[config.mk]
export PLATFORM = sky130hd
export DESIGN_NAME = arbitri_2ne1
export DESIGN_NICKNAME = d
export VERILOG_FILES = /design/src/rtl/arbitri_2ne1_pkg.sv /design/src/rtl/arbitri_2ne1_numruesi_mbajtjes.sv /design/src/rtl/arbitri_2ne1.sv
export SDC_FILE = /design/constraint.sdc
export NUM_CORES = 1
export LEC_CHECK = 0
export BUFFER_PORTS_ARGS = -buffer_cell sky130_fd_sc_hd__buf_2
export CORE_AREA = 5 5 42 44
export CTS_CLUSTER_DIAMETER = 30
export DETAILED_ROUTE_END_ITERATION = 8
export DIE_AREA = 0 0 47 49
export PLACE_DENSITY = 0.64
export SETUP_SLACK_MARGIN = 0.05
export SLEW_MARGIN = 10
export SYNTH_ARGS = -nofsm -noshare
export SYNTH_HDL_FRONTEND = slang
export SYNTH_SLANG_ARGS = --single-unit
export TNS_END_PERCENT = 1
[constraint.sdc]
create_clock -name Clock -period 3 [get_ports Clock]
set_input_delay 0.6 -clock Clock [delete_from_list [all_inputs] [get_ports Clock]]
set_output_delay 0.6 -clock Clock [all_outputs]
set_load 0.02 [all_outputs]
[src/rtl/arbitri_2ne1_pkg.sv]
// arbitri_2ne1_pkg: shared state encodings and default limits for the two-requester arbiter.
package arbitri_2ne1_pkg;

    typedef enum logic [1:0] {
        LIRE  = 2'b00,
        LEJE0 = 2'b01,
        LEJE1 = 2'b10
    } gjendja_t;

    localparam int MAX_MBAJTJE_DEF = 8;
    localparam int CNT_W           = 4;

endpackage

[src/rtl/arbitri_2ne1_numruesi_mbajtjes.sv]
// numruesi_mbajtjes: saturating hold counter with terminal count at MAX_MBAJTJE-1.
module numruesi_mbajtjes
    import arbitri_2ne1_pkg::*;
#(
    parameter int MAX_MBAJTJE = MAX_MBAJTJE_DEF
) (
    input  logic i_clk,
    input  logic i_clear,
    input  logic i_enable,
    output logic o_tc
);

    logic [CNT_W-1:0] r_cnt;

    // Saturates at all-ones so the count can never wrap back to zero.
    always_ff @(posedge i_clk) begin
        if (i_clear)
            r_cnt <= '0;
        else if (i_enable && r_cnt != {CNT_W{1'b1}})
            r_cnt <= r_cnt + 1'b1;
    end

    assign o_tc = r_cnt == CNT_W'(MAX_MBAJTJE - 1);

endmodule

[src/rtl/arbitri_2ne1.sv]
// arbitri_2ne1: round-robin two-requester arbiter with hold timeout and registered grant/select outputs.
module arbitri_2ne1
    import arbitri_2ne1_pkg::*;
#(
    parameter int MAX_MBAJTJE = MAX_MBAJTJE_DEF
) (
    input  logic Clock,
    input  logic Reset,
    input  logic Kerkesa0,
    input  logic Kerkesa1,
    input  logic Perfundo0,
    input  logic Perfundo1,
    output logic Leje0,
    output logic Leje1,
    output logic S,
    output logic Zene
);

    gjendja_t r_state;
    gjendja_t w_next;
    logic     r_prio;
    logic     w_tc;
    logic     w_rel;

    numruesi_mbajtjes #(.MAX_MBAJTJE(MAX_MBAJTJE)) u_numruesi (
        .i_clk    (Clock),
        .i_clear  (Reset || w_rel),
        .i_enable (r_state != LIRE),
        .o_tc     (w_tc)
    );

    // Done, dropped request and timeout all collapse into a single release.
    always_comb begin
        w_rel = (r_state == LEJE0 && (Perfundo0 || !Kerkesa0 || w_tc)) ||
                (r_state == LEJE1 && (Perfundo1 || !Kerkesa1 || w_tc));
        w_next = LIRE;
        case (r_state)
            LIRE:    w_next = (Kerkesa0 && Kerkesa1) ? (r_prio ? LEJE1 : LEJE0) :
                              Kerkesa0 ? LEJE0 : Kerkesa1 ? LEJE1 : LIRE;
            LEJE0:   w_next = !w_rel ? LEJE0 : Kerkesa1 ? LEJE1 : LIRE;
            LEJE1:   w_next = !w_rel ? LEJE1 : Kerkesa0 ? LEJE0 : LIRE;
            default: w_next = LIRE;
        endcase
    end

    always_ff @(posedge Clock) begin
        if (Reset) begin
            r_state <= LIRE;
            r_prio  <= 1'b0;
            Leje0   <= 1'b0;
            Leje1   <= 1'b0;
            S       <= 1'b0;
            Zene    <= 1'b0;
        end else begin
            r_state <= w_next;
            if (w_rel)
                r_prio <= r_state == LEJE0;
            Leje0 <= w_next == LEJE0;
            Leje1 <= w_next == LEJE1;
            Zene  <= w_next != LIRE;
            // S keeps its last granted value through idle so the mux never glitches.
            if (w_next != LIRE)
                S <= w_next == LEJE1;
        end
    end

endmodule

==> flow_summary.json <==
{
  "status": "completed",
  "area_growth_pct": 17.5,
  "hold_buffers": 0,
  "overflow": 0,
  "setup_viol": 0,
  "fp.dieW_um": 47,
  "vias_per_cell": 4.82,
  "crit_fanout": 5,
  "dp_hpwl_um": 726,
  "dr.first_iter.drc_count": 1,
  "r2r_start": "u_numruesi.r_cnt[0]$_SDFFE_PP0P_",
  "slew_viol_final": 0,
  "powerDensity_mw_per_mm2": 557,
  "htree_levels": 1,
  "r2r_setup_slack_ns": 1.37,
  "synthXorXnorAreaFrac_pct": 3.49,
  "cts_resized": 0,
  "synth_compound_area_share_pct": 19.5,
  "syn_nets": 62,
  "yosys.area_share.adder_pct": 2.49,
  "hold_viol_final": 0,
  "slowest_stage": "dfxtp_1",
  "layout_min_cycle_time_ns": 1.63,
  "power.total_uw": 328,
  "worst-path-stages": 5,
  "r2r_end": "Zene$_SDFF_PP0_",
  "synth_simple_gate_area_share_pct": 29.2,
  "route.detailed.drc": 0,
  "worst_pin_slew_ns": 0.423,
  "clock-sinks": 11,
  "wl_per_cell_um": 11.2,
  "tns_ns": 0,
  "synth_mux_area_share_pct": 0,
  "fin_skew_ns": 0.00847,
  "cp-end-kind": "flop",
  "rows": 14,
  "nets": 75,
  "clock-root-buffer": "clkbuf_4",
  "numPlacedInstances": 79,
  "fin_crit_sh_pct": 54.4,
  "maxSlewHeadroom_pct": 71.7,
  "avgSynthCellArea_um2": 9.12,
  "hold_path_class": "flop to flop",
  "fillers": 157,
  "crit_end": "Zene$_SDFF_PP0_",
  "synth_warnings": 0,
  "drive_gt1_share_pct": 25.4,
  "rsz0062_at_grt": "false",
  "final_util_pct": 42.1,
  "cp.arrival_ns": 1.76,
  "tritoncts": "built",
  "syn-cell-area_um2": 502,
  "cp_cell_sequence": "ha_1 -> and3b_4 -> o21a_1 -> a221oi_2 -> a41oi_1",
  "cp_top_family": "compound AO/OA/AOI/OAI gates",
  "max_freq_mhz": 613,
  "vias": 400,
  "numCtsBuffers": 3,
  "start_util_pct": 35.8,
  "crit_type": "flop to flop",
  "critPathBufInv": 0,
  "die-height_um": 49,
  "peakVddDrop_v": 0.000311,
  "die_area_mm2": 0.00230,
  "gp_congestion": 0.873,
  "final_cell_mix": "dfxtp_1 (11), nor2_1 (9), buf_2 (9)",
  "insertion_delay_ns": 0.26,
  "ys_seq_area_share_pct": 43.9,
  "p_leak_uw": 0.000240,
  "max_stage_delay_ns": 0.34,
  "grt_pass1_wl_um": 1660,
  "synth_cell_type_count": 26,
  "final-instance-count-excl-fill": 83,
  "antenna_found_initial": 0,
  "io_pins": 10,
  "synth_top_family_by_area": "simple AND/OR/NAND/NOR gates",
  "postSynthCellCount": 55,
  "grt_max_degree": 9,
  "crit_required_ns": 3.13,
  "antennaDiodeCount": 0,
  "holdPathStages": 1,
  "crit_start": "u_numruesi.r_cnt[0]$_SDFFE_PP0P_",
  "ant_nets": 0,
  "wl_um": 931,
  "maxCapViolations": 0,
  "start_kind": "flop",
  "final_common_cell": "dfxtp_1",
  "core_area_mm2": 0.00140,
  "postCtsSetupRepairBufs": 0,
  "cts.reportedPaths.clkPinSlew_ns": 0.07,
  "dr.pass1.iters": 2,
  "reg2reg_depth": 5,
  "io_buffers": 9,
  "ys_ff_latch": 11,
  "track_usage_pct": 10.1,
  "grt_pass1_vias": 397,
  "clock_tree.buffer_depth": 2
}
## metal layers
metal | GRT usage [%] | routed length, µm | part of all wire (%) | vias up
met5 | 0 | 0 | 0 | -
met1 | 12.6 | 459 | 49 | 169
met4 | 6.91 | 12 | 1.3 | 0
met2 | 13.8 | 406 | 44 | 7
met3 | 3.69 | 52 | 5.6 | 2
li1 | - | - | - | 222
## cell families (layout without fill, tap and decap cells)
logic type / after synthesis / after routing
AND/OR/NAND/NOR: 26 / 26
AO/OA/AOI/OAI: 13 / 13
flip-flops: 11 / 11
XOR/XNOR: 2 / 2
buffers and inverters: 2 / 14
adder cells (fa/ha/maj): 1 / 1
## power by group
group,total (µW),switching [µW],internal [µW]
registers,166,6.92,159
logic,62.9,36.8,26.2
clock network,98.9,47.5,51.4
total,328,91.2,237
## how the worst min path moves through the flow
| stage | slack, ns | from | endpoint |
|---|---|---|---|
| floorplan | 0.47 | r_prio$_SDFFE_PP0P_ | r_prio$_SDFFE_PP0P_ |
| global placement | 0.47 | S$_SDFFE_PP0P_ | S$_SDFFE_PP0P_ |
| detailed placement | 0.46 | S$_SDFFE_PP0P_ | S$_SDFFE_PP0P_ |
| CTS | 0.48 | S$_SDFFE_PP0P_ | S$_SDFFE_PP0P_ |
| global route | 0.50 | S$_SDFFE_PP0P_ | S$_SDFFE_PP0P_ |
| finish | 0.47 | S$_SDFFE_PP0P_ | S$_SDFFE_PP0P_ |
## cells in the mapped netlist
cell type  instances  area, µm²
xnor2_1            2       17.5
o21a_1             2       15.0
clkbuf_1           1       3.75
a41oi_1            1       8.76
nor2b_1            3       18.8
and3_1             1       6.26
o211ai_1           1       7.51
a221oi_2           1       15.0
o22ai_1            1       6.26
a21oi_2            1       8.76
o21ai_0            2       10.0
nor2_1             9       33.8
or3_4              1       11.3
ha_1               1       12.5
dfxtp_1           11        220
nand3_1            2       10.0
a21oi_1            1       5.00
nand2b_1           3       18.8
nor3_1             1       5.00
nand2_1            2       7.51
nand3b_1           2       15.0
inv_1              1       3.75
a31oi_1            2       12.5
a31o_1             1       8.76
and3_2             1       7.51
and3b_4            1       12.5
## metrics by stage
stage	hold slack (ns)	setup WS [ns]	area (µm²)
final	0.475	1.37	589
after floorplan	0.467	1.50	502
after global placement	0.467	1.35	563
after detailed placement	0.463	1.34	563
after CTS	0.481	1.36	589
after global routing	0.502	1.24	589
## final cells by class
class / instances / area, µm² / share of cell area [%]
sequential: 11 / 220 / 37.4
tap: 16 / 20.0 / 3.40
timing repair buffer: 9 / 45.0 / 7.64
inverter: 1 / 3.75 / 0.637
clock buffer: 4 / 26.3 / 4.46
multi-input combinational: 42 / 274 / 46.5
## registers in the layout, summed over array words and instances (netlist names)
name and count:
Leje0 1, Zene 1, S 1, r_prio 1, u_numruesi.r_cnt 4, r_state 2, Leje1 1
Power figures use the tool's default switching activity.
